$ cat config.mk
export PLATFORM = sky130hd
export DESIGN_NAME = instr_fetch
export DESIGN_NICKNAME = d
export VERILOG_FILES = /design/src/rtl/isa_pkg.sv /design/src/rtl/instr_fetch_pc_next.sv /design/src/rtl/instr_fetch.sv
export SDC_FILE = /design/constraint.sdc
export NUM_CORES = 1
export LEC_CHECK = 0
export BUFFER_PORTS_ARGS = -buffer_cell sky130_fd_sc_hd__buf_2
export CAP_MARGIN = 40
export CELL_PAD_IN_SITES_DETAIL_PLACEMENT = 0
export CELL_PAD_IN_SITES_GLOBAL_PLACEMENT = 1
export CORE_MARGIN = 2
export CORE_UTILIZATION = 25
export DETAILED_ROUTE_END_ITERATION = 7
export PLACE_DENSITY_LB_ADDON = 0.08
export RECOVER_POWER = 50
export SYNTH_ARGS = -nofsm -noshare
export SYNTH_HDL_FRONTEND = slang
export SYNTH_HIERARCHICAL = 1
export SYNTH_SLANG_ARGS = --single-unit
$ cat constraint.sdc
create_clock -name clk -period 2.7 [get_ports clk]
set_input_delay 0.135 -clock clk [delete_from_list [all_inputs] [get_ports clk]]
set_output_delay 0.135 -clock clk [all_outputs]
set_load 0.03 [all_outputs]
$ cat src/rtl/isa_pkg.sv
// ISA constants, instruction field positions and fetch FSM states shared by the fetch unit.
package isa_pkg;

    localparam logic [4:0] OPC_NOP = 5'h00;
    localparam logic [4:0] OPC_J   = 5'h16;
    localparam logic [4:0] OPC_BEQ = 5'h17;
    localparam logic [4:0] OPC_HLT = 5'h18;

    localparam int unsigned OPC_MSB  = 31;
    localparam int unsigned OPC_LSB  = 27;
    localparam int unsigned DEST_MSB = 26;
    localparam int unsigned DEST_LSB = 18;
    localparam int unsigned SRC1_MSB = 17;
    localparam int unsigned SRC1_LSB = 9;
    localparam int unsigned SRC2_MSB = 8;
    localparam int unsigned SRC2_LSB = 0;

    localparam int unsigned FLAG_Z = 2;

    typedef enum logic [1:0] {
        ST_REQ    = 2'd0,
        ST_ISSUE  = 2'd1,
        ST_HALTED = 2'd2
    } fetch_state_e;

endpackage

$ cat src/rtl/instr_fetch_pc_next.sv
// Combinational next-PC selection for the retiring instruction (jump, branch-if-zero, halt, sequential).
module instr_fetch_pc_next
    import isa_pkg::*;
#(
    parameter int unsigned OPCODE_SIZE = 5,
    parameter int unsigned PC_WIDTH    = 9
) (
    input  logic [PC_WIDTH-1:0]    pc_i,
    input  logic [OPCODE_SIZE-1:0] opcode_i,
    input  logic [PC_WIDTH-1:0]    target_i,
    input  logic [3:0]             flags_i,
    output logic [PC_WIDTH-1:0]    pc_next_o
);

    logic [PC_WIDTH-1:0] pc_inc;
    logic                unused_flags;

    // Sequential successor wraps naturally at the PC width.
    assign pc_inc       = pc_i + PC_WIDTH'(1);
    assign unused_flags = ^(flags_i & ~(4'b0001 << FLAG_Z));

    always_comb begin
        pc_next_o = pc_inc;
        if (opcode_i == OPCODE_SIZE'(OPC_J)) begin
            pc_next_o = target_i;
        end else if (opcode_i == OPCODE_SIZE'(OPC_BEQ)) begin
            pc_next_o = flags_i[FLAG_Z] ? target_i : pc_inc;
        end else if (opcode_i == OPCODE_SIZE'(OPC_HLT)) begin
            pc_next_o = pc_i;
        end
    end

endmodule

$ cat src/rtl/instr_fetch.sv
// Single-outstanding instruction fetch: request, hold for decoder handshake, redirect or halt.
// Optional retired-instruction counter enabled by macro IFETCH_RETIRE_CNT_EN.
module instr_fetch
    import isa_pkg::*;
#(
    parameter int unsigned WORD_SIZE   = 32,
    parameter int unsigned OPCODE_SIZE = 5,
    parameter int unsigned PC_WIDTH    = 9,
    parameter int unsigned RESET_PC    = 0
) (
    input  logic                 clk,
    input  logic                 rst,
    output logic                 imem_req,
    output logic [PC_WIDTH-1:0]  imem_addr,
    input  logic                 imem_ack,
    input  logic [WORD_SIZE-1:0] imem_rdata,
    output logic [WORD_SIZE-1:0] instr,
    output logic                 instr_valid,
    input  logic                 instr_ready,
    input  logic [3:0]           flags,
    output logic                 halted
`ifdef IFETCH_RETIRE_CNT_EN
    ,
    output logic [31:0]          retire_cnt
`endif
);

    fetch_state_e         state_q, state_d;
    logic [PC_WIDTH-1:0]  pc_q, pc_d;
    logic [WORD_SIZE-1:0] instr_q, instr_d;
    logic [PC_WIDTH-1:0]  pc_next;
    logic                 handshake;
    logic [OPCODE_SIZE-1:0] opcode;
    logic [PC_WIDTH-1:0]  target;

    assign opcode    = instr_q[OPC_MSB -: OPCODE_SIZE];
    assign target    = PC_WIDTH'(instr_q[DEST_MSB:DEST_LSB]);
    assign handshake = (state_q == ST_ISSUE) && instr_ready;
    assign imem_addr = pc_q;
    assign instr     = instr_q;

    instr_fetch_pc_next #(
        .OPCODE_SIZE (OPCODE_SIZE),
        .PC_WIDTH    (PC_WIDTH)
    ) u_pc_next (
        .pc_i      (pc_q),
        .opcode_i  (opcode),
        .target_i  (target),
        .flags_i   (flags),
        .pc_next_o (pc_next)
    );

    always_ff @(posedge clk or posedge rst) begin
        if (rst) begin
            state_q <= ST_REQ;
            pc_q    <= PC_WIDTH'(RESET_PC);
            instr_q <= '0;
        end else begin
            state_q <= state_d;
            pc_q    <= pc_d;
            instr_q <= instr_d;
        end
    end

    // Next state and state-decoded handshake outputs.
    always_comb begin
        state_d     = state_q;
        pc_d        = pc_q;
        instr_d     = instr_q;
        imem_req    = 1'b0;
        instr_valid = 1'b0;
        halted      = 1'b0;
        unique case (state_q)
            ST_REQ: begin
                imem_req = 1'b1;
                if (imem_ack) begin
                    instr_d = imem_rdata;
                    state_d = ST_ISSUE;
                end
            end
            ST_ISSUE: begin
                instr_valid = 1'b1;
                if (handshake) begin
                    pc_d    = pc_next;
                    state_d = (opcode == OPCODE_SIZE'(OPC_HLT)) ? ST_HALTED : ST_REQ;
                end
            end
            ST_HALTED: begin
                halted = 1'b1;
            end
            default: begin
                state_d = ST_REQ;
            end
        endcase
    end

`ifdef IFETCH_RETIRE_CNT_EN
    logic [31:0] retire_cnt_q;

    always_ff @(posedge clk or posedge rst) begin
        if (rst) begin
            retire_cnt_q <= '0;
        end else if (handshake) begin
            retire_cnt_q <= retire_cnt_q + 32'd1;
        end
    end

    assign retire_cnt = retire_cnt_q;
`endif

endmodule

* Word level (Yosys, flattened, before mapping)
Cells that the tools add are included.
** Storage, ports and cells
- Bits in registers :: 43
- Bits in latches :: 0
- Bits in writable memories :: 0
- Memory bits (read-only) :: 0
- Input port bits :: 40
- Output and inout bits :: 44
- Logic and storage cells :: 29
- Memories kept :: 0
** Cells by class
- $add $sub $neg :: 1
- Multipliers :: 0
- Div/mod/pow operators :: 0
- $lt $le $gt $ge :: 0
- Equal/unequal tests :: 8
- Shift operators :: 0
- Muxes and demuxes :: 11
- Bitwise logic cells :: 1
- Reduce and logical (&&, ||, !) cells :: 5
** Operator list (count)
- $mux 9 :: 4
- $eq 5x5->1 const B :: 3
- $add 9x1->9 const B :: 1
- $mux 2 :: 3
- $pmux 2 s3 :: 1
- $reduce_and 3->1 :: 2
- $ne 2x2->1 const B :: 2
- $mux 1 :: 3
- $ne 3x1->1 const B :: 1
- $eq 2x1->1 const B :: 1
- $eq 2x2->1 const B :: 1
- $logic_not 2->1 :: 1
- $reduce_and 2->1 :: 1
- $logic_and 1x1->1 :: 1
- $not 1->1 :: 1

* Logic depth before layout (Yosys ltp)
- Depth in word-level cells :: 4
- Depth in mapped cells :: 6
- Mapped depth without buffers :: 6

* Cells and area by module
The synthesis kept the hierarchy.
** By module, submodules not included
- instr_fetch :: instances 1, cells an instance 98, area each 1656.6 sq um, seq. area each 1076.0 sq um
- instr_fetch_pc_next :: instances 1, cells an instance 47, area each 290.3 sq um, seq. area each 0.0 sq um

* Worst setup path before layout
OpenSTA, ideal clock, no wires.
- Kind :: flip-flop to flip-flop
- From :: reg instr_q[27], in the netlist instr[27]
- To :: reg pc_q[6], in the netlist imem_addr[6]
- Setup time :: 125 ps
- Arrival :: 1542 ps
- Data required time :: 2575 ps
- Setup slack :: 1033 ps
- Cell stages (with the launch flop) :: 6
- Buffers on the path :: 0
- Period minus slack after synthesis :: 1667 ps
- Path through :: dfrtp_1 > nand4bb_1 > o211ai_1 > xor2_1 > a21oi_1 > mux2_2
** On the way
- Cells in the longest elaborated chain, start to end :: 3
- Elaborated cells on any way between the ends :: 7
- Classes of those cells :: 4 x eq/ne; 2 x mux; 1 x reduce/logical
** RTL lines
- start, declared :: line instr_fetch.sv:30 : logic [WORD_SIZE-1:0] instr_q, instr_d;
- start signal, assigned :: line instr_fetch.sv:61 : instr_q <= instr_d;
- $eq 5x5->1 :: line instr_fetch_pc_next.sv:26 : end else if (opcode_i == OPCODE_SIZE'(OPC_BEQ)) begin
- $mux 9 :: line instr_fetch_pc_next.sv:26
- $mux 9 * :: line instr_fetch_pc_next.sv:24 : if (opcode_i == OPCODE_SIZE'(OPC_J)) begin
- net pc_next[6] :: line instr_fetch.sv:31 : logic [PC_WIDTH-1:0] pc_next;
- end signal, assigned :: line instr_fetch.sv:56 : pc_q <= PC_WIDTH'(RESET_PC);
- end signal, assigned :: line instr_fetch.sv:60 : pc_q <= pc_d;
- end, declared :: line instr_fetch.sv:29 : logic [PC_WIDTH-1:0] pc_q, pc_d;
Mark *: on every way through the listed nets, which the timed path passes. The rest lies on a longest branch.
A chain may end at the register's enable or synchronous reset.

* Final worst setup path
- From :: reg instr_q[27], in the netlist instr[27]
- To :: reg pc_q[8], in the netlist imem_addr[8]
The elaborated chain is that of the path after synthesis.

==> results.sh <==
export IMPL_status="finished clean"
export IMPL_post_cts_resized=0
export IMPL_place_ws_ns=0.884
export IMPL_nets=273
export IMPL_p_leak_nw=1.15
export IMPL_routed_wirelength_um=4700
export IMPL_synthDistinctLibCells=34
export IMPL_worstSetupPathType="reg -> reg"
export IMPL_netlist_area_mm2=0.00195
export IMPL_post_dp_hpwl_um=3460
export IMPL_vias=1502
export IMPL_synthArstFlopShare_pct=100
export IMPL_worst_pin_slew_ns=0.538
export IMPL_hp_class="in -> reg"
export IMPL_required_ns=2.88
export IMPL_wire_per_inst_um=14.0
export IMPL_hold_start="imem_rdata[11]"
export IMPL_syn_to_final_growth_pct=31.2
export IMPL_grt_overflow_total=0
export IMPL_crit_buf_inv=0
export IMPL_grt_max_degree=33
export IMPL_die_area_mm2=0.00851
export IMPL_grt_pass1_vias=1525
export IMPL_cts_root_buf="clkbuf_8"
export IMPL_die_w_um=92.2
export IMPL_fin_util_pct=33.4
export IMPL_final_min_clock_period_ns=1.79
export IMPL_synth_avg_cell_area_um2=13.4
export IMPL_viasPerCell=4.48
export IMPL_cts_tree="yes"
export IMPL_std_cell_rows=32
export IMPL_syn_nets=186
export IMPL_fmax_mhz=557
export IMPL_dr_pass1_iters=4
export IMPL_cts_buffer_depth=2
export IMPL_cp_arrival_ns=1.98
export IMPL_cp_start_kind="flop"
export IMPL_drive_gt1_share_pct=47.6
export IMPL_fin_total_pwr_mw=2.79
export IMPL_fillCellCount=831
export IMPL_hold_viol=0
export IMPL_die_h_um=92.2
export IMPL_rsz0062_at_grt="false"
export IMPL_worstReg2RegEnd="imem_addr[8]"
export IMPL_synth_edf_count=0
export IMPL_drv_slew=0
export IMPL_whs_path_depth=2
export IMPL_clkSinkCount=43
export IMPL_antenna_found_initial=0
export IMPL_setup_viol=0
export IMPL_min_to="instr[11]"
export IMPL_setup_tns_ns=0
export IMPL_r2r_setup_slack_ns=0.91
export IMPL_fin_skew_ns=0.00316
export IMPL_start_util_pct=25.5
export IMPL_slew_headroom_pct=64.1
export IMPL_clk_pin_slew_ns=0.08
export IMPL_portBuffers=80
export IMPL_ir_drop_uv=425
export IMPL_grt_util_all_layers_pct=11.6
export IMPL_htree_levels=2
export IMPL_postSynthCellCount=145
export IMPL_crit_chain="nand4bb_1 -> nor2_1 -> or3_1 -> a31oi_1 -> mux2_2"
export IMPL_antenna_left=0
export IMPL_n_antenna_cell=0
export IMPL_path_max_fanout=6
export IMPL_holdBufCountCts=1
export IMPL_drcViolationCount=0
export IMPL_cp_end_kind="flop"
export IMPL_synth_ff_type="dfrtp_1"
export IMPL_postCtsSetupBuffers=0
export IMPL_gp_congestion=0.707
export IMPL_synthTopCellsByArea="dfrtp_1 (55%), mux2_2 (23%), xor2_1 (1.8%)"
export IMPL_synth_yosys_warnings=6
export IMPL_reg2regPathDepth=5
export IMPL_clock_latency_ns=0.29
export IMPL_cp_top_family="simple AND/OR/NAND/NOR gates"
export IMPL_r2r_start="instr[27]"
export IMPL_post_route_period_util_pct=66.5
export IMPL_grt_pass1_wl_um=7660
export IMPL_drtIter0Drc=55
export IMPL_p_per_area_mw_per_mm2=1090
export IMPL_synth_seq_cells=43
export IMPL_max_stage_delay_ns=0.42
export IMPL_synth_top_cell_by_area="dfrtp_1"
export IMPL_core_area_mm2=0.00765
export IMPL_synth_top_area_share_pct=55.3
export IMPL_top_level_ports=84
export IMPL_maxCapViolCount=0
export IMPL_cts_buffers=5
export IMPL_layout_setup_ws_ns=0.905
export IMPL_worst_path_max_delay_cell="dfrtp_1"
export IMPL_synth_yosys_seq_area_share_pct=55.3
[worst max-delay path by stage]
| stage | slack [ns] | cells after the start | startpoint | to |
|---|---|---|---|---|
| 6_report | 0.91 | 5 | instr[27] | imem_addr[8] |
| 5_1_grt | 0.72 | 5 | instr[27] | imem_addr[8] |
| 4_1_cts | 0.86 | 5 | instr[27] | imem_addr[8] |
| 3_5_place_dp | 0.88 | 5 | instr[27] | imem_addr[8] |
| 3_3_place_gp | 0.88 | 5 | instr[27] | imem_addr[8] |
| 2_1_floorplan | 1.03 | 5 | instr[27] | imem_addr[6] |
[state kept, by name, summed over array words and instances, names as in the netlist]
name,cells
imem_addr,9
instr,32
state_q,2
[cell families after synthesis]
family | Yosys count | synth area share (%)
muxes | 41 | 23.7
AOI/OAI and AO/OA | 19 | 6.23
buffers and inverters | 7 | 2.57
DFF | 43 | 55.3
xor gates and xnor gates | 4 | 1.80
adders and majority gates | 1 | 0.643
and+or+nand+nor | 30 | 9.77
[metal layers]
layer  up-vias  GRT usage [%]  wire length [µm]
met5         -              0                 0
met4         0           3.73                64
met3         6           3.94               268
met2        42           18.6              2260
met1       749           14.7              2110
li1        705              -                 -
[report_power, final]
group          switching, mW  internal [mW]
Combinational          0.785          0.454
Sequential             0.219          0.873
Clock                  0.224          0.234
Total                   1.23           1.56
[synth_stat cells, types with 2 or more instances]
| library cell | instances |
|---|---|
| a21oi_1 | 3 |
| a31oi_1 | 3 |
| buf_6 | 3 |
| dfrtp_1 | 43 |
| inv_1 | 3 |
| mux2_1 | 2 |
| mux2_2 | 39 |
| nand2_1 | 3 |
| nand4_1 | 2 |
| nor2_1 | 9 |
| nor2b_1 | 2 |
| o21ai_0 | 6 |
| or3_1 | 3 |
| xor2_1 | 4 |
[cells in the final DEF, fill, tap and decap left out, types with 2 or more instances in the layout]
cell type / count
buf_2: 58
dfrtp_1: 43
mux2_2: 39
clkbuf_1: 23
nor2_1: 9
clkbuf_8: 7
o21ai_0: 6
xor2_1: 4
inv_1: 3
nand2_1: 3
or3_1: 3
a31oi_1: 3
a21oi_1: 3
mux2_1: 2
nor2b_1: 2
buf_4: 2
nand4_1: 2
[area by class of cell]
type | count | area, µm² | area share (%)
Inverter | 3 | 11.3 | 0.441
Multi-Input combinational cell | 95 | 821 | 32.1
Tap cell | 102 | 128 | 5.00
Sequential cell | 43 | 1080 | 42.1
Clock buffer | 8 | 100 | 3.92
Timing Repair Buffer | 84 | 418 | 16.4
[stage by stage]
step                hold WS [ns]  instance area, µm²  instances
floorplan                  0.270                1950        145
global placement           0.355                2450        325
detailed placement         0.102                2470        326
CTS                       0.0403                2580        335
global route              0.0416                2550        335
finish                    0.0510                2550        335
[worst register-to-register path, stage by stage (launching register included)]
cell and delay (ns):
dfrtp_1 0.42, nand4bb_1 0.38, nor2_1 0.37, or3_1 0.16
a31oi_1 0.07, mux2_2 0.28
Note: power is estimated with default switching activity, not from simulation.
